`config.mk`:
```
export PLATFORM = sky130hd
export DESIGN_NAME = uart_block_rx
export DESIGN_NICKNAME = d
export VERILOG_FILES = /design/src/rtl/uart_block_rx.sv
export SDC_FILE = /design/constraint.sdc
export NUM_CORES = 1
export LEC_CHECK = 0
export ABC_AREA = 1
export CORE_ASPECT_RATIO = 1.5
export CORE_UTILIZATION = 35
export CTS_CLUSTER_SIZE = 30
export DETAILED_ROUTE_END_ITERATION = 10
export DONT_BUFFER_PORTS = 1
export GPL_ROUTABILITY_DRIVEN = 1
export MAX_ROUTING_LAYER = met4
export PLACE_DENSITY = 0.46
export SLEW_MARGIN = 30
export SYNTH_ARGS = -nofsm -noshare
export SYNTH_HDL_FRONTEND = slang
export SYNTH_SLANG_ARGS = --single-unit
```
`constraint.sdc`:
```
create_clock -name clk -period 13.9 [get_ports clk]
set_input_delay 0.695 -clock clk [delete_from_list [all_inputs] [get_ports clk]]
set_output_delay 0.695 -clock clk [all_outputs]
set_load 0.02 [all_outputs]
```
`src/rtl/uart_block_rx.sv`:
```
// uart_block_rx: receive-side UART deframer. Recovers 8N1 bytes from the serial
// line and packs NBYTES of them into one block. The first byte received lands in
// the top byte of odata.
//
// Ports:
//   clk        system clock, all logic on posedge
//   rst        asynchronous active-high reset
//   RX         asynchronous serial input, idle high
//   odata      last complete block (8*NBYTES bits); changes only with datavalid
//   datavalid  one-cycle pulse when odata has just been updated
//   frame_err  one-cycle pulse when a stop bit was sampled low
//   busy       a byte is in flight or a block is partly filled
module uart_block_rx #(
    parameter int unsigned CLKS_PER_BIT = 10416,
    parameter int unsigned NBYTES       = 10,
    parameter int unsigned TIMEOUT_CLKS = 20 * CLKS_PER_BIT
) (
    input  logic                  clk,
    input  logic                  rst,
    input  logic                  RX,
    output logic [8*NBYTES-1:0]   odata,
    output logic                  datavalid,
    output logic                  frame_err,
    output logic                  busy
);

    localparam int unsigned BaudW = $clog2(CLKS_PER_BIT);
    localparam int unsigned TmrW  = $clog2(TIMEOUT_CLKS + 1);
    localparam int unsigned CntW  = $clog2(NBYTES + 1);

    localparam logic [BaudW-1:0] BitLast  = BaudW'(CLKS_PER_BIT - 1);
    localparam logic [BaudW-1:0] HalfLast = BaudW'(CLKS_PER_BIT / 2 - 1);
    localparam logic [TmrW-1:0]  TmoLast  = TmrW'(TIMEOUT_CLKS - 1);
    localparam logic [CntW-1:0]  CntFull  = CntW'(NBYTES);

    typedef enum logic [1:0] {StIdle, StStart, StData, StStop} state_e;

    state_e                state_q;
    logic                  rx_meta_q;
    logic                  rs_q;       // synchronised RX
    logic                  rs_prev_q;  // rs_q delayed one cycle, for edge detect
    logic [BaudW-1:0]      baud_q;
    logic [2:0]            bit_idx_q;
    logic [7:0]            shift_q;
    logic [CntW-1:0]       cnt_q;
    logic [TmrW-1:0]       tmr_q;
    logic [8*NBYTES-1:0]   blk_q;      // assembly buffer, only copied to odata when full

    logic start_edge;
    assign start_edge = rs_prev_q & ~rs_q;

    assign busy = (state_q != StIdle) | (cnt_q != '0);

    always_ff @(posedge clk or posedge rst) begin
        if (rst) begin
            state_q   <= StIdle;
            rx_meta_q <= 1'b1;
            rs_q      <= 1'b1;
            rs_prev_q <= 1'b1;
            baud_q    <= '0;
            bit_idx_q <= '0;
            shift_q   <= '0;
            cnt_q     <= '0;
            tmr_q     <= '0;
            blk_q     <= '0;
            odata     <= '0;
            datavalid <= 1'b0;
            frame_err <= 1'b0;
        end else begin
            rx_meta_q <= RX;
            rs_q      <= rx_meta_q;
            rs_prev_q <= rs_q;
            datavalid <= 1'b0;
            frame_err <= 1'b0;

            unique case (state_q)
                StIdle: begin
                    if (cnt_q == CntFull) begin
                        odata     <= blk_q;
                        datavalid <= 1'b1;
                        cnt_q     <= '0;
                        tmr_q     <= '0;
                    end else if (cnt_q != '0) begin
                        // Timeout is evaluated before the start edge so that it wins;
                        // the byte then starting lands in slot 0.
                        if (tmr_q == TmoLast) begin
                            cnt_q <= '0;
                            tmr_q <= '0;
                        end else begin
                            tmr_q <= tmr_q + TmrW'(1);
                        end
                    end else begin
                        tmr_q <= '0;
                    end
                    if (start_edge) begin
                        state_q <= StStart;
                        baud_q  <= '0;
                        tmr_q   <= '0;
                    end
                end

                StStart: begin
                    if (baud_q == HalfLast) begin
                        baud_q    <= '0;
                        bit_idx_q <= '0;
                        // Line high at mid start bit: glitch, not a frame.
                        state_q   <= rs_q ? StIdle : StData;
                    end else begin
                        baud_q <= baud_q + BaudW'(1);
                    end
                end

                StData: begin
                    if (baud_q == BitLast) begin
                        baud_q    <= '0;
                        shift_q   <= {rs_q, shift_q[7:1]};  // LSB first
                        bit_idx_q <= bit_idx_q + 3'd1;
                        if (bit_idx_q == 3'd7) begin
                            state_q <= StStop;
                        end
                    end else begin
                        baud_q <= baud_q + BaudW'(1);
                    end
                end

                StStop: begin
                    if (baud_q == BitLast) begin
                        baud_q  <= '0;
                        state_q <= StIdle;
                        if (rs_q) begin
                            for (int i = 0; i < int'(NBYTES); i++) begin
                                if (cnt_q == CntW'(i)) begin
                                    blk_q[8*(int'(NBYTES)-1-i) +: 8] <= shift_q;
                                end
                            end
                            cnt_q <= cnt_q + CntW'(1);
                        end else begin
                            frame_err <= 1'b1;
                            cnt_q     <= '0;
                        end
                    end else begin
                        baud_q <= baud_q + BaudW'(1);
                    end
                end

                default: state_q <= StIdle;
            endcase
        end
    end

endmodule

```
==> results.cfg <==
[outcome]
outcome = finished, final reports clean

[synthesis]
ys_ff_latch = 214
synth_fp_nets = 1028
synth.top_cell.area_share_pct = 58.0
synth.top_cells.by_count = nand2_1, dfrtp_1, o21ai_1, inv_1, nor2_1
syn_area_per_cell_um2 = 8.95
synth.area.top_cells = dfrtp_1, nand2_1, o21ai_1
synth_ff_type = dfrtp_1
yosysWarnings = 0
yosysTopAreaCell = dfrtp_1
synth_most_common_cell = nand2_1
syn_area_um2 = 9100
ys_types = 34
synthArstFlopShare_pct = 100
yosysSeqAreaShare_pct = 58.9
synth_cells = 1017
synth_edf_count = 0

[route]
first_iter_violations = 353
wl_um = 20600
viasPerCell = 4.71
vias = 6342
dr.pass1.iters = 6
detail-route-antenna-nets = 0
route.detailed.drc = 0
drt-wirelength-per-cell_um = 15.3

[run]
cap_violations = 0

[clock_tree]
cts-root-buf = clkbuf_16
clock_latency_ps = 510
ctsHoldBuffers = 0
clk_pin_slew_ps = 60
clock_path_buffers = 3
cts.sinks = 214
cts_setup_buffers = 0
cts.htree.levels = 1
cts_tree = done
numCtsBuffers = 23
post_cts_resized = 0

[timing]
tns_ps = 0
layout_setup_ws_ps = 10160
drv_slew = 0
hold_violations = 0
setup_viol = 0
fmax_mhz = 267
tightest_slew_ps = 893
period_share_pct = 26.9
rsz0062_at_grt = no
fin_skew_ps = 14.0
relSlewSlack_pct = 40.5
fin_crit_ps = 3740
whs_ps = 121

[final_layout]
multi_input_area_um2 = 3250
antenna_cells = 0
areaGrowthSynthToFinish_pct = 10.6
seqCellArea_um2 = 5360
fill_cells = 2556
final_nets = 1015
drive_gt1_share_pct = 8.05

[place]
globalplace.congestion = 0.783
hpwl_um = 13300
place_ws_ps = 10100
port_buffers = 0

[global_route]
grt_max_degree = 83
groute.usage.overall_pct = 16.7
grt-ovfl-total = 0
antenna_found_initial = 0
grt_pass1_vias = 6363
grt_pass1_wl_um = 34200

[critical_path]
reg2reg_slack_ps = 10160
worstSetupPathType = reg2reg
critPathCaptureType = flip-flop
worstPathArrival_ps = 4140
required_ps = 14300
cp_max_fo = 82
startpoint_type = flip-flop

[pwr]
ir_drop_v = 0.0000763
powerDensity_nw_per_um2 = 136
leakagePower_nw = 4.89
fin_total_pwr_mw = 1.37

[floorplan]
initial_core_util_pct = 35.9
core_area_um2 = 25300
ios = 86
core.rowCount = 71
die_h_um = 200
dieArea_um2 = 26700
die_w_um = 134

[hold_path]
holdCritPathClass = in2async
## path summary, 6_finish.rpt
path | startpoint | endpoint | cells after the start
min reg2reg | rx_meta_q | rs_q | 0
max in group asynchronous | rst | cnt_q[2] | 2
max | flip-flop | odata[12] | 8
min | rst | tmr_q[15] | 1
max reg2reg | flip-flop | odata[12] | 8
min in group clk | RX | rx_meta_q | 0
## sequential cells by signal, summed over array words and instances (netlist names), 3 cells and up, named ones only
signal / count
blk_q: 80
cnt_q: 4
shift_q: 8
odata: 80
bit_idx_q: 3
baud_q: 14
tmr_q: 18
## power breakdown
group,internal [mW],total [mW],switching (mW)
combinational,0.0220,0.103,0.0812
clock,0.377,0.623,0.245
sequential,0.633,0.643,0.00981
## routing by layer
layer / track usage, % / vias up / wire [µm]
met1: 19.7 / 3013 / 8860
met2: 29.2 / 112 / 10600
li1: - / 3198 / -
met5: - / - / 0
met3: 2.82 / 19 / 826
met4: 4.71 / 0 / 288
## cell usage in the layout (no fill, tap or decap), drive strengths merged
cell type,instances
o31ai,1
nor2,52
ha,8
nor3,12
or2,3
nand4,11
xor2,14
nand2,429
o21a,1
dfrtp,211
o22ai,6
o21ai,102
nand3,50
clkbuf,33
buf,4
inv,56
a21oi,10
and2,1
bufinv,2
dfstp,3
clkinv,5
xnor2,1
a21o,1
clkinvlp,3
## final cells by class
class / instances / area share, %
inverter: 59 / 2.30
timing repair buffer: 4 / 0.336
clock inverter: 7 / 0.920
tap: 328 / 4.08
clock buffer: 33 / 6.79
multi-input combinational: 702 / 32.3
sequential: 214 / 53.3
## worst max-delay path: stages, from the launching register on
cell,delay [ps]
dfrtp_1,420
nor2_1,660
inv_1,450
nor2_4,180
buf_4,700
clkinv_2,490
buf_4,470
nand2_1,140
nand2_1,50
## stage by stage
step	std cells	utilization, %	instance area, µm²
after CTS	1347	39.7	10100
final	1347	39.7	10100
after floorplan	1017	-	9100
after detailed placement	1307	36.7	9280
after global placement	1307	36.7	9280
after global routing	1347	39.7	10100
## cell families after synthesis
family	count (synthesis)	share of synthesized area (%)
flops	214	58.9
simple gates	558	26.3
xor+xnor	15	1.44
buf+inv	101	5.39
compound gates	121	6.90
fa+ha+maj	8	1.10
Power figures use the tool's default switching activity.
